<file path="config.mk">
export PLATFORM = sky130hd
export DESIGN_NAME = red_pitaya_asg_bank_sched
export DESIGN_NICKNAME = d
export VERILOG_FILES = /design/src/rtl/asg_pkg.sv /design/src/rtl/red_pitaya_asg_bank_sched.sv
export SDC_FILE = /design/constraint.sdc
export NUM_CORES = 1
export LEC_CHECK = 0
export ABC_AREA = 1
export BUFFER_PORTS_ARGS = -buffer_cell sky130_fd_sc_hd__buf_4
export CAP_MARGIN = 20
export CORE_MARGIN = 4
export CORE_UTILIZATION = 34
export CTS_CLUSTER_DIAMETER = 60
export CTS_CLUSTER_SIZE = 20
export DETAILED_ROUTE_END_ITERATION = 16
export SETUP_SLACK_MARGIN = 0.15
export SYNTH_ARGS = -nofsm -noshare
export SYNTH_HDL_FRONTEND = slang
export SYNTH_SLANG_ARGS = --single-unit
</file>
<file path="constraint.sdc">
create_clock -name dac_clk_i -period 3.3 [get_ports dac_clk_i]
set_input_delay 0.66 -clock dac_clk_i [delete_from_list [all_inputs] [get_ports dac_clk_i]]
set_output_delay 0.66 -clock dac_clk_i [all_outputs]
set_load 0.005 [all_outputs]
</file>
<file path="src/rtl/asg_pkg.sv">
// Shared constants for the double-buffered ASG channel scheduler.
// State encodings are exposed on state_o for status readback.
package asg_pkg;

    localparam logic [1:0] ASG_ST_IDLE = 2'd0;
    localparam logic [1:0] ASG_ST_RST  = 2'd1;
    localparam logic [1:0] ASG_ST_TRIG = 2'd2;
    localparam logic [1:0] ASG_ST_RUN  = 2'd3;

    localparam logic ASG_BANK0 = 1'b0;
    localparam logic ASG_BANK1 = 1'b1;

endpackage

</file>
<file path="src/rtl/red_pitaya_asg_bank_sched.sv">
// Ping-pong bank scheduler for one double-buffered ASG channel:
// swaps banks at end-of-bank, then resets and re-triggers the channel.
module red_pitaya_asg_bank_sched
    import asg_pkg::*;
#(
    parameter int CNTW    = 16,
    parameter int RST_CYC = 2
) (
    input  logic            dac_clk_i,
    input  logic            dac_rst_i,
    input  logic            start_i,
    input  logic            stop_i,
    input  logic            loop_i,
    input  logic            sw_commit_i,
    input  logic            underrun_clr_i,
    input  logic            ch_done_i,
    output logic            sw_bank_o,
    output logic            pending_o,
    output logic            ch_bank_o,
    output logic            ch_rst_o,
    output logic            ch_trig_o,
    output logic            underrun_o,
    output logic [CNTW-1:0] swap_cnt_o,
    output logic [1:0]      state_o
);

    localparam int CW = $clog2(RST_CYC + 1);

    logic [1:0]      state_q, state_d;
    logic            bank_q, bank_d;
    logic            pending_q, pending_d;
    logic            underrun_q, underrun_d;
    logic            loaded_q, loaded_d;
    logic [CW-1:0]   cnt_q, cnt_d;
    logic [CNTW-1:0] swap_cnt_q, swap_cnt_d;

    logic pend_eff;
    logic swap;
    logic rearm;
    logic set_under;

    always_ff @(posedge dac_clk_i) begin
        if (dac_rst_i) begin
            state_q    <= ASG_ST_IDLE;
            bank_q     <= ASG_BANK0;
            pending_q  <= 1'b0;
            underrun_q <= 1'b0;
            loaded_q   <= 1'b0;
            cnt_q      <= '0;
            swap_cnt_q <= '0;
        end else begin
            state_q    <= state_d;
            bank_q     <= bank_d;
            pending_q  <= pending_d;
            underrun_q <= underrun_d;
            loaded_q   <= loaded_d;
            cnt_q      <= cnt_d;
            swap_cnt_q <= swap_cnt_d;
        end
    end

    // A commit arriving with the swap decision is consumed by that swap.
    always_comb begin
        pend_eff  = pending_q | sw_commit_i;
        swap      = 1'b0;
        rearm     = 1'b0;
        set_under = 1'b0;
        state_d   = state_q;
        if (stop_i) begin
            state_d = ASG_ST_IDLE;
        end else begin
            unique case (state_q)
                ASG_ST_IDLE: begin
                    if (start_i && pend_eff) swap = 1'b1;
                    else if (start_i && loaded_q) rearm = 1'b1;
                end
                ASG_ST_RST: begin
                    if (cnt_q == CW'(1)) state_d = ASG_ST_TRIG;
                end
                ASG_ST_TRIG: state_d = ASG_ST_RUN;
                ASG_ST_RUN: begin
                    if (ch_done_i) begin
                        if (pend_eff) swap = 1'b1;
                        else if (loop_i) rearm = 1'b1;
                        else begin
                            set_under = 1'b1;
                            state_d   = ASG_ST_IDLE;
                        end
                    end
                end
            endcase
        end
        if (swap || rearm) state_d = ASG_ST_RST;
    end

    always_comb begin
        bank_d     = bank_q ^ swap;
        pending_d  = swap ? 1'b0 : pend_eff;
        swap_cnt_d = swap_cnt_q + CNTW'(swap);
        loaded_d   = loaded_q | swap;
        underrun_d = set_under | (underrun_q & ~underrun_clr_i);
        cnt_d      = cnt_q;
        if (swap || rearm) cnt_d = CW'(RST_CYC);
        else if (state_q == ASG_ST_RST) cnt_d = cnt_q - CW'(1);
    end

    always_comb begin
        ch_rst_o   = (state_q == ASG_ST_IDLE) || (state_q == ASG_ST_RST);
        ch_trig_o  = (state_q == ASG_ST_TRIG);
        ch_bank_o  = bank_q;
        sw_bank_o  = ~bank_q;
        pending_o  = pending_q;
        underrun_o = underrun_q;
        swap_cnt_o = swap_cnt_q;
        state_o    = state_q;
    end

endmodule
</file>
## Yosys cells after proc, flatten, opt, wreduce, memory -nomap -nowiden

Cells that the tools add are included.

- Register bits: 24
- Bits of input ports: 8
- Output and inout bits: 24

- $add $sub $neg: 2
- Equal/unequal tests: 12
- Muxes and demuxes: 26
- Bitwise gates (word level): 7
- Reduce and logical (&&, ||, !) cells: 13

Operator list:

| cell | count |
|---|---|
| 1-bit two-way mux | 17 |
| 16-bit by 1-bit adder with 16-bit output | 1 |
| 4-bit != test, second input constant | 4 |
| 2-bit two-way mux | 6 |
| 5-bit AND reduction | 2 |
| 2-bit != test, second input constant | 4 |
| 2-bit one-hot mux with 3 select lines | 1 |
| 5-bit nonzero test | 1 |
| 2-bit by 1-bit equality test with 1-bit output, second input constant | 2 |
| 2-bit equality test, second input constant | 2 |
| 1-bit one-hot mux with 2 select lines | 2 |
| 2-bit OR reduction | 2 |
| 1-bit OR | 3 |
| 3-bit nonzero test | 1 |
| 3-bit OR reduction | 1 |
| 1-bit logical AND | 2 |
| 2-bit zero test | 1 |
| 1-bit logical OR | 2 |
| 1-bit inverter | 2 |
| 2-bit nonzero test | 1 |
| 2-bit by 1-bit subtractor with 2-bit output, second input constant | 1 |
| 1-bit bitwise AND | 1 |
| 1-bit XOR | 1 |

## Longest topological paths before layout

- Depth in word-level cells: 8
- Gate-level depth with buffers: 16
- Depth with buffers taken out: 16

## Least setup slack after synthesis

OpenSTA, ideal clock, no wires.

- Path type: reg2reg
- Start: register state_q[0], in the netlist state_o[0]
- End: register swap_cnt_q[14], in the netlist swap_cnt_o[14]
- Library setup time: 0.121 ns
- Data arrival time: 2.283 ns
- Slack: 0.897 ns
- Stages on the path, launching flop included: 15
- Period minus slack after synthesis: 2.403 ns
- Cell sequence: dfxtp_1 inv_1 ha_1 nor2_1 nand3b_1 inv_2 ha_1 ha_1 nand3_2 nor2_4 nand2_2 nor2_4 nand2_2 nor3_1 nor3_2

- Longest elaborated chain between the ends: 4
- Elaborated cells on any way between the ends: 5

RTL lines:

| what | line | text |
|---|---|---|
| start, declared | red_pitaya_asg_bank_sched.sv:29 | `logic [1:0] state_q, state_d;` |
| start signal, assigned | red_pitaya_asg_bank_sched.sv:52 | `state_q <= state_d;` |
| 2-bit equality test or 2-bit zero test (tied branches) | red_pitaya_asg_bank_sched.sv:72 | `unique case (state_q)` |
| 1-bit one-hot mux with 2 select lines * | red_pitaya_asg_bank_sched.sv:72 |  |
| 1-bit two-way mux * | red_pitaya_asg_bank_sched.sv:69 | `if (stop_i) begin` |
| 16-bit by 1-bit adder with 16-bit output * | red_pitaya_asg_bank_sched.sv:99 | `swap_cnt_d = swap_cnt_q + CNTW'(swap);` |
| end signal, assigned | red_pitaya_asg_bank_sched.sv:58 | `swap_cnt_q <= swap_cnt_d;` |
| end, declared | red_pitaya_asg_bank_sched.sv:35 | `logic [CNTW-1:0] swap_cnt_q, swap_cnt_d;` |

Every way passes the cells marked *; elsewhere a longest branch is shown, timed or not.
A chain may end at the register's enable or synchronous reset.

## Worst setup path after layout

- Start: register state_q[1], in the netlist state_o[1]
- End: register swap_cnt_q[14], in the netlist swap_cnt_o[14]

Same word-level chain as after synthesis.

==> results.ini <==
[status]
outcome = finished, final reports clean

[grt]
use_met3 = 0.0194
global_route.usage.met1 = 0.166
grt_usage = 0.117
grt_pass1_wl_um = 4300
antenna_found_initial = 0
gr-total-overflow = 0
gr-usage-met2 = 0.185
grt.busiest_layer = met2
grt_max_degree = 16
grt_pass1_vias = 983

[drt]
drc = 0
first_pass_iters = 4
ant_nets = 0
drt-total-wl_um = 2470
viasPerCell = 4.28
drtIter0Drc = 65
via_count = 1078
avgRoutedWirePerCell_um = 9.82

[synthesis]
synth_cell_types = 26
syn_area_per_cell_sq_um = 7.33
synthCells = 172
synth_area_sq_um = 1260
yosys.area.top_type = dfxtp_1
synth_seq_area_share = 0.381
synth_fp_nets = 189
synth_top_area_share = 0.381
ys_ff_latch = 24
synth.top_cells.by_area = dfxtp_1 (38%), nand2_1 (9.8%), ha_1 (8.9%)
synth_warnings = 0

[placed_design]
place_congestion = 0.837
numPortBuffers = 31
dp_hpwl_um = 1990
place_area_sq_um = 1550

[final_layout]
design_area_sq_um = 1620
fillers = 370
syn_to_final_growth_pct = 28.4
nets = 224
drive_gt1_frac = 0.248
fin_util = 0.467
diodes = 0

[floorplan]
die_h_um = 68.9
row_count = 21
die-width_um = 68.9
die-area_sq_um = 4750
io-pin-count = 32
coreArea_sq_um = 3470
start_util = 0.364

[clock_network]
clock-sinks = 24
clk_pin_slew_worst_paths_ps = 90
h-tree-depth = 1
clock_latency_ps = 260
postCtsHoldBufs = 0
cts_resized = 0
cts-root-buf = clkbuf_8
numCtsBuffers = 3
clk_path_buf_depth = 2
post_cts_buffers = 0
cts_tree = built

[critical_path]
critPathRequiredTime_ps = 3450
critPathTopFamily = simple AND/OR/NAND/NOR gates
critPathMostFrequentCell = ha_1
path_max_fanout = 6
arrival_ps = 2740
endpoint_kind = flop
critPathKind = reg2reg
start_kind = flop
path_buf_inv = 2
crit_slowest_cell = dfxtp_1
path_cells = inv_1 -> ha_1 -> nor2_1 -> nand3b_1 -> inv_2 -> ha_1 -> ha_1 -> nand3_2 -> nor2_4 -> nand2_2 -> nor2_4 -> nand2_2 -> nor3_1 -> nor3_2
slowest_delay_ps = 430

[sta]
period_needed_ps = 2590
slew_violations = 0
finalCritPeriodShare = 0.785
rsz0062_at_grt = false
worst_pin_slew_ps = 292
setup_violations = 0
fin_tns_setup_ps = 0
hold_viol_final = 0
slew_headroom = 0.804
fmax_ghz = 0.386
holdWs_ps = 471
skew_ps = 8.94

[flow_run]
maxCapViolCount = 0

[power]
intPower_uw = 514
p_per_area_nw_per_um2 = 417
p_leak_uw = 0.000712
p_comb_frac = 0.160
p_seq_frac = 0.460
peakVddDrop_v = 0.000318
p_clk_frac = 0.379
switching_share = 0.238
power.net_switching_uw = 161

[worst_hold_path]
hold_path_class = reg2reg

[Yosys cell counts]
library cell	n
a211oi_1	1
a211oi_2	1
a21oi_1	11
a21oi_2	1
clkbuf_1	1
dfxtp_1	24
ha_1	9
inv_1	27
inv_2	2
nand2_1	33
nand2_2	3
nand3_1	8
nand3_2	2
nand3b_1	1
nor2_1	22
nor2_2	2
nor2_4	3
nor3_1	7
nor3_2	1
nor3b_1	1
o211ai_1	1
o21ai_0	5
or2_0	1
or2_2	1
xnor2_1	3
xor2_1	1
[registers in the layout, summed over array words and instances, names as in the netlist]
register	count
swap_cnt_o	16
cnt_q	2
state_o	2
pending_o	1
loaded_q	1
underrun_o	1
ch_bank_o	1
[worst register-to-register path: cells and delay by family, from the launching register on]
family | cells | cell delay [ps]
adder cells (fa/ha/maj) | 3 | 690
buffers and inverters | 2 | 240
AND/OR/NAND/NOR | 9 | 1100
flip-flops | 1 | 430
[layer usage]
layer | wire length [um] | vias up | part of all wire
met4 | 19 | 0 | 0.0077
met5 | 0 | - | 0
met3 | 136 | 2 | 0.055
met2 | 1050 | 22 | 0.42
li1 | - | 607 | -
met1 | 1270 | 447 | 0.51
[cell type report]
type,count,area (sq um),area share
Timing Repair Buffer,31,233,0.144
Tap cell,46,57.6,0.0355
Multi-Input combinational cell,118,668,0.413
Clock inverter,1,30.0,0.0185
Clock buffer,3,41.3,0.0255
Sequential cell,24,480,0.297
Inverter,29,109,0.0672
[path summary, 6_finish.rpt]
| path | endpoint | cells after the start | slack [ps] | startpoint |
|---|---|---|---|---|
| setup / recovery | swap_cnt_o[14] | 14 | 710 | state_o[1] |
| hold reg to reg | underrun_o | 2 | 470 | underrun_o |
| hold / removal | underrun_o | 2 | 470 | underrun_o |
| setup reg to reg | swap_cnt_o[14] | 14 | 710 | state_o[1] |
[power groups by stage]
stage | sequential (uW) | combinational [uW] | clock (uW)
2_1_floorplan | 317 | 68.6 | 0
3_3_place_gp | 317 | 110 | 0
3_5_place_dp | 318 | 109 | 0
4_1_cts | 311 | 109 | 261
5_1_grt | 313 | 127 | 276
6_report | 310 | 108 | 256
[placed cells by master, fill, tap and decap left out]
cell type	instances
a21oi_1	11
nor3b_1	1
clkbuf_8	3
or2_0	1
nand3_2	2
o21ai_0	5
nor2_1	22
a211oi_2	1
nand2_2	3
a21oi_2	1
nor2_4	3
nand3b_1	1
ha_1	9
xnor2_1	3
buf_4	31
bufinv_16	1
nand3_1	8
inv_2	2
a211oi_1	1
nor3_1	7
o211ai_1	1
nor2_2	2
or2_2	1
nor3_2	1
inv_1	27
dfxtp_1	24
xor2_1	1
nand2_1	33
[per-stage QoR]
stage          power [uW]  setup slack [ps]  instances
2_1_floorplan         386               897        172
3_3_place_gp          427               775        248
3_5_place_dp          426               703        248
4_1_cts               681               682        252
5_1_grt               716               390        252
6_report              674               708        252
[kinds of logic (layout without fill, tap and decap cells)]
kind of cell	Yosys count	in the layout	synth area share
simple gates	85	85	0.320
compound gates	20	20	0.0923
buf+inv	30	64	0.0893
xor+xnor	4	4	0.0278
fa+ha+maj	9	9	0.0893
flops	24	24	0.381
Note: power is estimated with default switching activity, not from simulation.
